[src/rtl/imm_pkg.sv]
// -----------------------------------------------------------------------------
// imm_pkg
// Shared definitions for the immediate decode stage:
//   - RV32I major opcode constants
//   - fmt_e : 3-bit instruction format code carried with every stored entry
//   - xlen_ok() : datapath width legality check (32 or 64 only)
// -----------------------------------------------------------------------------
package imm_pkg;

    localparam logic [6:0] OP_IMM    = 7'b0010011;
    localparam logic [6:0] OP_LOAD   = 7'b0000011;
    localparam logic [6:0] OP_JALR   = 7'b1100111;
    localparam logic [6:0] OP_SYSTEM = 7'b1110011;
    localparam logic [6:0] OP_STORE  = 7'b0100011;
    localparam logic [6:0] OP_BRANCH = 7'b1100011;
    localparam logic [6:0] OP_LUI    = 7'b0110111;
    localparam logic [6:0] OP_AUIPC  = 7'b0010111;
    localparam logic [6:0] OP_JAL    = 7'b1101111;
    localparam logic [6:0] OP_REG    = 7'b0110011;

    typedef enum logic [2:0] {
        FMT_R   = 3'd0,
        FMT_I   = 3'd1,
        FMT_S   = 3'd2,
        FMT_B   = 3'd3,
        FMT_U   = 3'd4,
        FMT_J   = 3'd5,
        FMT_ILL = 3'd7
    } fmt_e;

    function automatic bit xlen_ok(input int xlen);
        return (xlen == 32) || (xlen == 64);
    endfunction

endpackage

[src/rtl/imm_extract.sv]
// -----------------------------------------------------------------------------
// imm_extract
// Purely combinational RV32I format decode and immediate extraction.
// Ports:
//   instr_i : raw 32-bit instruction
//   imm_o   : immediate sign-extended from instr_i[31] to XLEN (0 for R/illegal)
//   fmt_o   : decoded format code
// -----------------------------------------------------------------------------
module imm_extract
    import imm_pkg::*;
#(
    parameter int XLEN = 32
) (
    input  logic [31:0]     instr_i,
    output logic [XLEN-1:0] imm_o,
    output fmt_e            fmt_o
);

    logic [31:0] raw_imm;

    always_comb begin
        fmt_o = FMT_ILL;
        case (instr_i[6:0])
            OP_IMM, OP_LOAD, OP_JALR, OP_SYSTEM: fmt_o = FMT_I;
            OP_STORE:                            fmt_o = FMT_S;
            OP_BRANCH:                           fmt_o = FMT_B;
            OP_LUI, OP_AUIPC:                    fmt_o = FMT_U;
            OP_JAL:                              fmt_o = FMT_J;
            OP_REG:                              fmt_o = FMT_R;
            default:                             fmt_o = FMT_ILL;
        endcase
    end

    // 32-bit immediate, already sign-extended to bit 31; widened below.
    always_comb begin
        raw_imm = '0;
        case (fmt_o)
            FMT_I: raw_imm = {{20{instr_i[31]}}, instr_i[31:20]};
            FMT_S: raw_imm = {{20{instr_i[31]}}, instr_i[31:25], instr_i[11:7]};
            FMT_B: raw_imm = {{19{instr_i[31]}}, instr_i[31], instr_i[7],
                              instr_i[30:25], instr_i[11:8], 1'b0};
            FMT_U: raw_imm = {instr_i[31:12], 12'b0};
            FMT_J: raw_imm = {{11{instr_i[31]}}, instr_i[31], instr_i[19:12],
                              instr_i[20], instr_i[30:21], 1'b0};
            default: raw_imm = '0;
        endcase
    end

    // Bits above 31 replicate the sign; for R/illegal raw_imm is 0 so they are 0.
    for (genvar gi = 0; gi < XLEN; gi++) begin : g_ext
        if (gi < 32) begin : g_low
            assign imm_o[gi] = raw_imm[gi];
        end else begin : g_high
            assign imm_o[gi] = raw_imm[31];
        end
    end

endmodule

[src/rtl/imm_decode_stage.sv]
// -----------------------------------------------------------------------------
// imm_decode_stage
// Single pipeline stage that decodes the instruction format and immediate of an
// RV32I instruction, buffered by an output register plus a skid register so that
// in_ready is registered and independent of out_ready.
// Optional feature macro: IMM_ILLEGAL_CNT_EN adds the saturating ill_cnt output.
// Ports:
//   clk, rst_n (async, active-low), flush (sync drop of held entries)
//   in_valid / in_ready / in_instr     : input handshake and instruction
//   out_valid / out_ready              : output handshake
//   out_instr / out_imm / out_fmt      : passthrough, immediate, format code
//   ill_cnt (IMM_ILLEGAL_CNT_EN only)  : accepted illegal-opcode count
// -----------------------------------------------------------------------------
module imm_decode_stage
    import imm_pkg::*;
#(
    parameter int XLEN      = 32,
    parameter int ILL_CNT_W = 16
) (
    input  logic                 clk,
    input  logic                 rst_n,
    input  logic                 flush,
    input  logic                 in_valid,
    output logic                 in_ready,
    input  logic [31:0]          in_instr,
    output logic                 out_valid,
    input  logic                 out_ready,
    output logic [31:0]          out_instr,
    output logic [XLEN-1:0]      out_imm,
    output logic [2:0]           out_fmt
`ifdef IMM_ILLEGAL_CNT_EN
    ,
    output logic [ILL_CNT_W-1:0] ill_cnt
`endif
);

    if (!xlen_ok(XLEN) || (ILL_CNT_W < 1)) begin : g_bad_param
        $error("imm_decode_stage: XLEN must be 32 or 64 and ILL_CNT_W >= 1");
    end

    logic [XLEN-1:0] dec_imm;
    fmt_e            dec_fmt;

    imm_extract #(.XLEN(XLEN)) u_extract (
        .instr_i (in_instr),
        .imm_o   (dec_imm),
        .fmt_o   (dec_fmt)
    );

    logic            out_v_q,     out_v_d;
    logic [31:0]     out_instr_q, out_instr_d;
    logic [XLEN-1:0] out_imm_q,   out_imm_d;
    fmt_e            out_fmt_q,   out_fmt_d;
    logic            skid_v_q,    skid_v_d;
    logic [31:0]     skid_instr_q, skid_instr_d;
    logic [XLEN-1:0] skid_imm_q,  skid_imm_d;
    fmt_e            skid_fmt_q,  skid_fmt_d;

    logic in_fire;
    logic out_slot_free;

    // Ready is purely the registered skid-empty flag.
    assign in_ready      = ~skid_v_q;
    assign in_fire       = in_valid & ~skid_v_q;
    assign out_slot_free = ~out_v_q | out_ready;

    always_comb begin
        out_v_d      = out_v_q;
        out_instr_d  = out_instr_q;
        out_imm_d    = out_imm_q;
        out_fmt_d    = out_fmt_q;
        skid_v_d     = skid_v_q;
        skid_instr_d = skid_instr_q;
        skid_imm_d   = skid_imm_q;
        skid_fmt_d   = skid_fmt_q;
        if (flush) begin
            out_v_d  = 1'b0;
            skid_v_d = 1'b0;
        end else if (out_slot_free) begin
            if (skid_v_q) begin
                // in_ready is low whenever the skid is full, so no input competes here.
                out_v_d     = 1'b1;
                out_instr_d = skid_instr_q;
                out_imm_d   = skid_imm_q;
                out_fmt_d   = skid_fmt_q;
                skid_v_d    = 1'b0;
            end else if (in_fire) begin
                out_v_d     = 1'b1;
                out_instr_d = in_instr;
                out_imm_d   = dec_imm;
                out_fmt_d   = dec_fmt;
            end else begin
                out_v_d     = 1'b0;
            end
        end else if (in_fire) begin
            skid_v_d     = 1'b1;
            skid_instr_d = in_instr;
            skid_imm_d   = dec_imm;
            skid_fmt_d   = dec_fmt;
        end
    end

    always_ff @(posedge clk or negedge rst_n) begin
        if (!rst_n) begin
            out_v_q      <= 1'b0;
            out_instr_q  <= '0;
            out_imm_q    <= '0;
            out_fmt_q    <= FMT_R;
            skid_v_q     <= 1'b0;
            skid_instr_q <= '0;
            skid_imm_q   <= '0;
            skid_fmt_q   <= FMT_R;
        end else begin
            out_v_q      <= out_v_d;
            out_instr_q  <= out_instr_d;
            out_imm_q    <= out_imm_d;
            out_fmt_q    <= out_fmt_d;
            skid_v_q     <= skid_v_d;
            skid_instr_q <= skid_instr_d;
            skid_imm_q   <= skid_imm_d;
            skid_fmt_q   <= skid_fmt_d;
        end
    end

    assign out_valid = out_v_q;
    assign out_instr = out_instr_q;
    assign out_imm   = out_imm_q;
    assign out_fmt   = out_fmt_q;

`ifdef IMM_ILLEGAL_CNT_EN
    logic [ILL_CNT_W-1:0] ill_cnt_q, ill_cnt_d;

    always_comb begin
        ill_cnt_d = ill_cnt_q;
        if (in_fire && !flush && (dec_fmt == FMT_ILL) && (ill_cnt_q != '1)) begin
            ill_cnt_d = ill_cnt_q + ILL_CNT_W'(1);
        end
    end

    always_ff @(posedge clk or negedge rst_n) begin
        if (!rst_n) begin
            ill_cnt_q <= '0;
        end else begin
            ill_cnt_q <= ill_cnt_d;
        end
    end

    assign ill_cnt = ill_cnt_q;
`endif

endmodule

[config.mk]
export PLATFORM = sky130hd
export DESIGN_NAME = imm_decode_stage
export DESIGN_NICKNAME = d
export VERILOG_FILES = /design/src/rtl/imm_pkg.sv /design/src/rtl/imm_extract.sv /design/src/rtl/imm_decode_stage.sv
export SDC_FILE = /design/constraint.sdc
export NUM_CORES = 1
export LEC_CHECK = 0
export CAP_MARGIN = 15
export CORE_MARGIN = 10
export CORE_UTILIZATION = 26
export CTS_CLUSTER_SIZE = 24
export DETAILED_ROUTE_END_ITERATION = 16
export PLACE_DENSITY_LB_ADDON = 0.3
export SLEW_MARGIN = 20
export SYNTH_ARGS = -nofsm -noshare
export SYNTH_HDL_FRONTEND = slang
export SYNTH_SLANG_ARGS = --single-unit
export TNS_END_PERCENT = 5
[constraint.sdc]
create_clock -name clk -period 1.65 [get_ports clk]
set_clock_uncertainty 0.05 [all_clocks]
set_input_delay 0.165 -clock clk [delete_from_list [all_inputs] [get_ports clk]]
set_output_delay 0.165 -clock clk [all_outputs]
set_load 0.01 [all_outputs]
==> results of run 1 <==
power groups by stage:
stage / Combinational (mW) / Clock, mW / Sequential, mW
2_1_floorplan: 0.665 / 0 / 4.35
3_3_place_gp: 1.78 / 0 / 4.29
3_5_place_dp: 1.79 / 0 / 4.30
4_1_cts: 1.81 / 3.91 / 4.25
5_1_grt: 2.00 / 4.07 / 4.32
6_report: 1.77 / 3.83 / 4.24
through the flow:
stage	std cells	power (mW)	hold slack [ns]	util, %	instance area (um2)
final	1060	9.85	0.142	36.9	8370
after global routing	1060	10.4	0.143	36.9	8370
after CTS	1060	9.96	0.138	36.9	8350
after detailed placement	1028	6.10	0.0225	34.1	7730
after global placement	1028	6.06	0.0163	34.1	7730
after floorplan	628	5.02	-0.181	-	6010
cell usage in the layout (no fill, tap or decap), drive strengths merged, types with 20 or more instances in the layout:
cell type,n
mux2i,34
clkdlybuf4s50,96
or3,26
dfrtp,136
nand2,165
nor2,31
o21ai,68
clkbuf,20
a21oi,42
buf,56
layer usage:
| metal | track usage (%) | wire length (um) | part of all wire, % | up-vias |
|---|---|---|---|---|
| li1 | - | - | - | 2441 |
| met1 | 16.9 | 8770 | 47 | 2443 |
| met2 | 20.0 | 8380 | 45 | 123 |
| met3 | 4.40 | 1180 | 6.3 | 18 |
| met4 | 3.75 | 235 | 1.3 | 0 |
| met5 | 0 | 0 | 0 | - |
cells in the mapped netlist, drive strengths merged:
cell type	n
nand2	165
dfrtp	136
o21ai	68
a21oi	42
mux2i	34
nor2	31
clkbuf	29
or3	26
a31oi	19
buf	16
and3	12
a221o	7
a22o	7
nor3	5
a211oi	3
and2	3
nand2b	3
nor2b	3
inv	2
nand3	2
nor4	2
o21bai	2
a2111oi	1
a211o	1
a21boi	1
a21o	1
a311o	1
and4b	1
and4bb	1
mux2	1
nand4b	1
nor4b	1
or3b	1
how the worst max path moves through the flow:
stage,from,depth (start not counted),slack (ns),end
2_1_floorplan,out_valid,6,-0.12,out_imm[20]
3_3_place_gp,in_instr[6],8,-0.51,out_fmt[2]
3_5_place_dp,in_instr[6],7,-0.54,out_imm[26]
4_1_cts,out_valid,6,-0.10,out_imm[12]
5_1_grt,out_valid,6,-0.21,out_imm[13]
6_report,out_valid,6,-0.12,out_imm[12]
sequential cells by signal, summed over array words and instances (netlist names):
name,cells
out_imm,32
out_instr,32
skid_imm_q,32
skid_instr_q,32
out_fmt,3
skid_fmt_q,3
out_valid,1
skid_v_q,1
worst max-delay path, cell delays in order, from the launching register on:
cell and delay (ns):
dfrtp_1 0.37, nor2b_4 0.13, or3_4 0.42, buf_12 0.18, or3_1 0.30, o21ai_0 0.09
a21oi_1 0.07
final cells by class:
class,instances,area (um2),area share [%]
flip-flops and latches,136,3400,40.7
well taps,285,357,4.26
inverters,2,11.3,0.135
repair buffers,161,1570,18.7
multi-input cells,445,2440,29.1
clock inverters,11,124,1.48
clock buffers,20,467,5.58
kinds of logic (layout without fill, tap and decap cells):
logic type             after synthesis  count (layout)  synth area share (%)
and+or+nand+nor                    257             257                  19.1
muxes                               35              35                  5.87
AOI/OAI and AO/OA                  153             153                  15.0
buffers and inverters               47             194                  3.26
DFF                                136             136                  56.8
timing repair:
action / in CTS / in global routing
setup endpoints to repair: 54 / 48
hold buffers: 1 / 0
gates resized for setup: 14 / 19
endpoints found under the hold margin: 136 / 0
==> key figures, run 1 <==
Pwr
  – Int Pwr: around 7.2 mW
  – Switching pwr: between 2 and 3 mW
  – Peak VDD IR: around 0.0008 V
  – Leak pwr: about 3.6 nW
  – Comb pwr share: approximately 18%
  – Power Density: roughly 1200 mW/mm2
  – Clock power share: between 30 and 40%
  – Switching share of total power: a little over a quarter
  – Sequential share of power: 43.1%

Die
  – Starting Density: 26.5%
  – Die area: 0.0295 mm2
  – Die width: roughly 170 um
  – Area of the core: between 0.02 and 0.025 mm2
  – # rows: 55
  – # IOs: 106
  – Height of the die: roughly 170 um

Critical path
  – Crit path arrival time: 2.00 ns
  – Worst R2R Start: out_valid
  – Worst EP required: 1.88 ns
  – Setup CP Type: reg2reg
  – R2R Path End: out_imm[12]
  – Worst Reg-to-Reg Cells: 6
  – Flop-to-flop setup slack: -0.12 ns
  – Worst-path fanout max: 24
  – CP Launch Type: flip-flop
  – Setup crit end kind: flip-flop

GRT
  – First-pass GRT wire length: 29700 um
  – Antenna violations before repair: 0
  – Gr usage total: between 10% and 20%
  – Largest net degree at the start of global routing: 48
  – Gr ovfl total: 0
  – Vias in the first global route: between 5000 and 6000

STA
  – Period utilization: 107%
  – Final setup vio count: 25
  – Worst setup margin: -0.120 ns
  – Crit path time final: between 1.5 and 2 ns
  – Worst-Margin Slew: ~0.58 ns
  – Max Clk Rate: around 0.56 GHz
  – RSZ-0062 raised after global routing: yes
  – Final max-slew violation count: 0
  – Relative slew slack: between 60% and 70%
  – Setup_tns: -1.90 ns
  – Final hold viol count: 0

Finish
  – # fillers: between 2000 and 2500
  – Diode count: 0
  – Synthesis-to-finish area growth: 39.6%
  – Layout cells sized above 1: a little over an eighth
  – Nets: 800

CTS
  – H-tree lvl count: 4
  – Clk_lat worst skew: 0.42 ns
  – Sink Count: ~140
  – Root buf cell: clkbuf_16
  – Maximum clock path buffer count: 2
  – Number of CTS-inserted buffers: 17
  – TritonCTS clock tree: built
  – Post-CTS Setup Bufs: 0
  – Reg clk slew, reported paths: ~0.060 ns

Placement
  – IO buf count: about 110
  – DP Worst Slack: -0.538 ns
  – Final Wtd Congestion: just under 0.8
  – DPL Wire Length: around 13000 um

Worst hold path
  – Worst hold path class: in2async

Yosys
  – Synth Cell Area: roughly 0.006 mm2
  – Cells after synthesis: between 600 and 700
  – Sequential share of the synthesized area: 56.8%
  – Top-area cell type share of the netlist area: around 57%
  – Distinct cells, synth: 41
  – Synthesized Nets: 665
  – Synth warn: 0
  – Register bit total from synthesis: between 100 and 150
  – Mapped Avg Cell Area: ~9.5 um2
  – Synth top area cells: dfrtp_1 57%, nand2_1 10%, mux2i_1 5.7%
  – Yosys top cell by area: dfrtp_1

Route
  – Wire length per cell: between 15 and 20 um
  – Antenna Nets Post-Route: 0
  – Routed WL: approximately 19000 um
  – Via count: 5025
  – Initial DRC count: between 300 and 400
  – Via-per-instance ratio: ~4.7
  – Residual DRC: 0
  – 1st-pass router iterations: 4

Outcome
  – Failing checks: negative setup slack
  – Outcome: finished with violations

Job
  – Max-Cap Viols: 0
(Power assumes the default switching activity.)
==> run 2, diff against run 1 <==
--- a/config.mk
+++ b/config.mk
@@ -15,4 +15,3 @@
 export SYNTH_ARGS = -nofsm -noshare
 export SYNTH_HDL_FRONTEND = slang
 export SYNTH_SLANG_ARGS = --single-unit
-export TNS_END_PERCENT = 5
==> constraint.sdc (replaced) <==
create_clock -name clk -period 1.5 [get_ports clk]
set_clock_uncertainty 0.05 [all_clocks]
set_input_delay 0.15 -clock clk [delete_from_list [all_inputs] [get_ports clk]]
set_output_delay 0.15 -clock clk [all_outputs]
set_load 0.01 [all_outputs]
==> key figures, run 2 (synthesized netlist as in run 1, its figures left out) <==
Outcome
  – Outcome: finished with violations
  – Failing checks: negative setup slack

GRT
  – First-pass GRT wire length: 31100 um (+4.8%)
  – Gr ovfl total: 0 (unchanged)
  – Largest net degree at the start of global routing: 59 (+23%)
  – Antenna violations before repair: 1 (+1)
  – Gr usage total: 13.6% (+0.65 points)
  – Vias in the first global route: 5374 (+1.3%)

Route
  – Via-per-instance ratio: 4.77 (+0.52%)
  – Wire length per cell: 18.0 um (+2.9%)
  – Initial DRC count: 363 (+7.1%)
  – Via count: 5137 (+2.2%)
  – Metal-1 WL: 8770 um (about the same)
  – WL met3: 1080 um (-8.0%)
  – Residual DRC: 0 (unchanged)
  – Antenna Nets Post-Route: 0 (unchanged)
  – WL met2: 9360 um (+12%)
  – Routed WL: 19400 um (+4.7%)
  – Top Metal Used: met5
  – 1st-pass router iterations: 5 (+1)

Finish
  – Most frequent cells in the layout: 156 x nand2_1, 135 x dfrtp_1, 71 x dlygate4sd2_1
  – Seq. cell area: 0.00340 mm2 (unchanged)
  – Layout cells sized above 1: 18.5% (+5.1 points)
  – Post-layout util: 38.2% (+1.3 points)
  – Commonest non-fill, non-tap cell in the layout: nand2_1
  – # fillers: 2266 (+0.94%)
  – Multi-input gate area: 0.00261 mm2 (+7.0%)
  – Nets: 817 (+2.1%)
  – Diode count: 0 (unchanged)
  – Synthesis-to-finish area growth: 44.5%

Pwr
  – Switching share of total power: 27.5% (+0.34 points)
  – Peak VDD IR: 0.000788 V (+1.3%)
  – Switching pwr: 2.92 mW (+9.2%)
  – Comb pwr share: 17.6% (-0.4 points)
  – Int Pwr: 7.70 mW (+7.4%)
  – Power Density: 1230 mW/mm2 (+4.2%)
  – Final total power: 10.6 mW (+7.9%)
  – Sequential share of power: 44.2% (+1.1 points)
  – Leak pwr: 3.95 nW (+8.6%)
  – Clock power share: 38.2% (-0.7 points)

STA
  – Relative slew slack: 75.3% (+14 points)
  – Worst setup margin: -0.198 ns (-0.0776 ns)
  – RSZ-0062 raised after global routing: yes
  – Final hold viol count: 0 (unchanged)
  – Final setup vio count: 96 (+280%)
  – Crit path time final: 1.70 ns (-0.0724 ns)
  – Hold slack: 0.0177 ns (-0.125 ns)
  – Worst-Margin Slew: 0.360 ns (-0.222 ns)
  – Max Clk Rate: 0.589 GHz (+4.3%)
  – Period utilization: 113% (+5.9 points)
  – Final max-slew violation count: 0 (unchanged)

Job
  – Max-Cap Viols: 0 (unchanged)

Critical path
  – Setup CP Type: reg2reg
  – Setup crit end kind: flip-flop
  – Flop-to-flop setup slack: -0.20 ns (-0.08 ns)
  – Slowest Stage Delay on Critical Path: 0.39 ns (-0.03 ns)
  – Worst-path fanout max: 22 (-8.3%)
  – Top delay family on crit path: simple AND/OR/NAND/NOR gates
  – CP bufs+invs: 1 (unchanged)
  – Worst Reg-to-Reg Cells: 6 (unchanged)
  – CP Launch Type: flip-flop
  – R2R Path End: out_imm[17]
  – Slowest stage cell, crit path: or3_4
  – Worst R2R Start: out_valid
  – Crit path arrival time: 1.94 ns (-0.06 ns)
  – Worst EP required: 1.74 ns (-0.14 ns)
  – Critical path, cell by cell: nor2b_4 > or3_4 > buf_12 > or3_1 > o21ai_1 > a21oi_2

Placement
  – DP Worst Slack: -0.703 ns (-0.165 ns)
  – IO buf count: 105 (unchanged)
  – DPL Wire Length: 13500 um (+4.5%)
  – Final Wtd Congestion: 0.838 (+7.7%)

CTS
  – Number of CTS-inserted buffers: 17 (unchanged)
  – Maximum clock path buffer count: 2 (unchanged)
  – Clk_lat worst skew: 0.42 ns (about the same)
  – H-tree lvl count: 4 (unchanged)
  – Sink Count: 136 (unchanged)
  – Reg clk slew, reported paths: 0.06 ns (about the same)
  – TritonCTS clock tree: built
  – Root buf cell: clkbuf_16

Die
  – Height of the die: 172 um (unchanged)
  – Starting Density: 26.5% (unchanged)
  – Die area: 0.0295 mm2 (unchanged)
  – # rows: 55 (unchanged)
  – # IOs: 106 (unchanged)
  – Area of the core: 0.0226 mm2 (unchanged)
  – Die width: 172 um (unchanged)

Worst hold path
  – Worst hold stages: 3
  – Hold_sp: in_instr[0]
  – Worst Hold End: skid_instr_q[0]
  – Worst hold path class: in2reg
-- run 2: cell types whose count changed in the layout (fill, tap and decap cells not counted), moves of 3 or more --
cell and delta:
buf_4 -4, a21oi_1 -7, o21ai_2 +4, clkbuf_1 +3, dlygate4sd2_1 +66, a21oi_2 +5, nand2_1 -7, o21ai_0 -22
buf_6 +17, o21ai_1 +18, nand2_2 +6, clkdlybuf4s50_1 -67
-- run 2: final cells by class --
type	instances	share of cell area, %
inverter	2	0.130
clock buffer	25	5.84
timing repair buffer	178	19.7
sequential	136	39.3
multi-input combinational	445	30.1
clock inverter	7	0.766
tap	285	4.12
-- run 2: stage by stage --
step / instances / setup TNS (ns) / instance area, um2
CTS: 1073 / -11.91 / 8470
global placement: 1033 / -53.00 / 7760
floorplan: 628 / -12.41 / 6060
detailed placement: 1033 / -55.84 / 7760
finish: 1078 / -10.00 / 8660
global route: 1078 / -17.73 / 8660
-- run 2: per-layer routing --
metal / up-vias / GRT usage [%]
met5: - / 0
met4: 2 / 3.82
met3: 15 / 3.92
met2: 128 / 21.6
met1: 2515 / 17.8
li1: 2477 / -
-- run 2: power by group through the flow --
| stage | logic [mW] | clock network, mW | registers, mW |
|---|---|---|---|
| floorplan | 0.747 | 0 | 4.79 |
| global placement | 1.94 | 0 | 4.74 |
| detailed placement | 1.96 | 0 | 4.75 |
| CTS | 1.86 | 4.13 | 4.69 |
| global route | 2.11 | 4.30 | 4.78 |
| finish | 1.87 | 4.05 | 4.70 |
-- run 2: repair_timing --
| item | in CTS | in global routing |
|---|---|---|
| gates resized for setup | 142 | 46 |
| pin swaps | 2 | 2 |
| setup endpoints to repair | 163 | 132 |
| gates cloned | 2 | 0 |
| hold buffers | 1 | 0 |
| setup buffers | 5 | 5 |
| endpoints found under the hold margin | 136 | 0 |
-- run 2: worst max path at each step --
stage | cells past startpoint | slack (ns) | from | endpoint
2_1_floorplan | 6 | -0.27 | out_valid | out_imm[20]
3_3_place_gp | 7 | -0.62 | in_instr[5] | skid_imm_q[17]
3_5_place_dp | 8 | -0.70 | in_instr[2] | skid_imm_q[13]
4_1_cts | 6 | -0.25 | out_valid | out_imm[17]
5_1_grt | 6 | -0.27 | out_valid | out_imm[19]
6_report | 6 | -0.20 | out_valid | out_imm[17]
-- run 2: worst min-delay path: stages --
cell and delay [ns]:
dlymetal6s2s_1 0.18, nand2_1 0.08, nand2_1 0.04
==> run 3, diff against run 2 <==
--- a/config.mk
+++ b/config.mk
@@ -8,7 +8,7 @@
 export CAP_MARGIN = 15
 export CORE_MARGIN = 10
 export CORE_UTILIZATION = 26
-export CTS_CLUSTER_SIZE = 24
+export CTS_CLUSTER_SIZE = 25
 export DETAILED_ROUTE_END_ITERATION = 16
 export PLACE_DENSITY_LB_ADDON = 0.3
 export SLEW_MARGIN = 20
==> results of run 3 <==
Same layout as run 2: the final DEF is identical, and so are final timing and power.
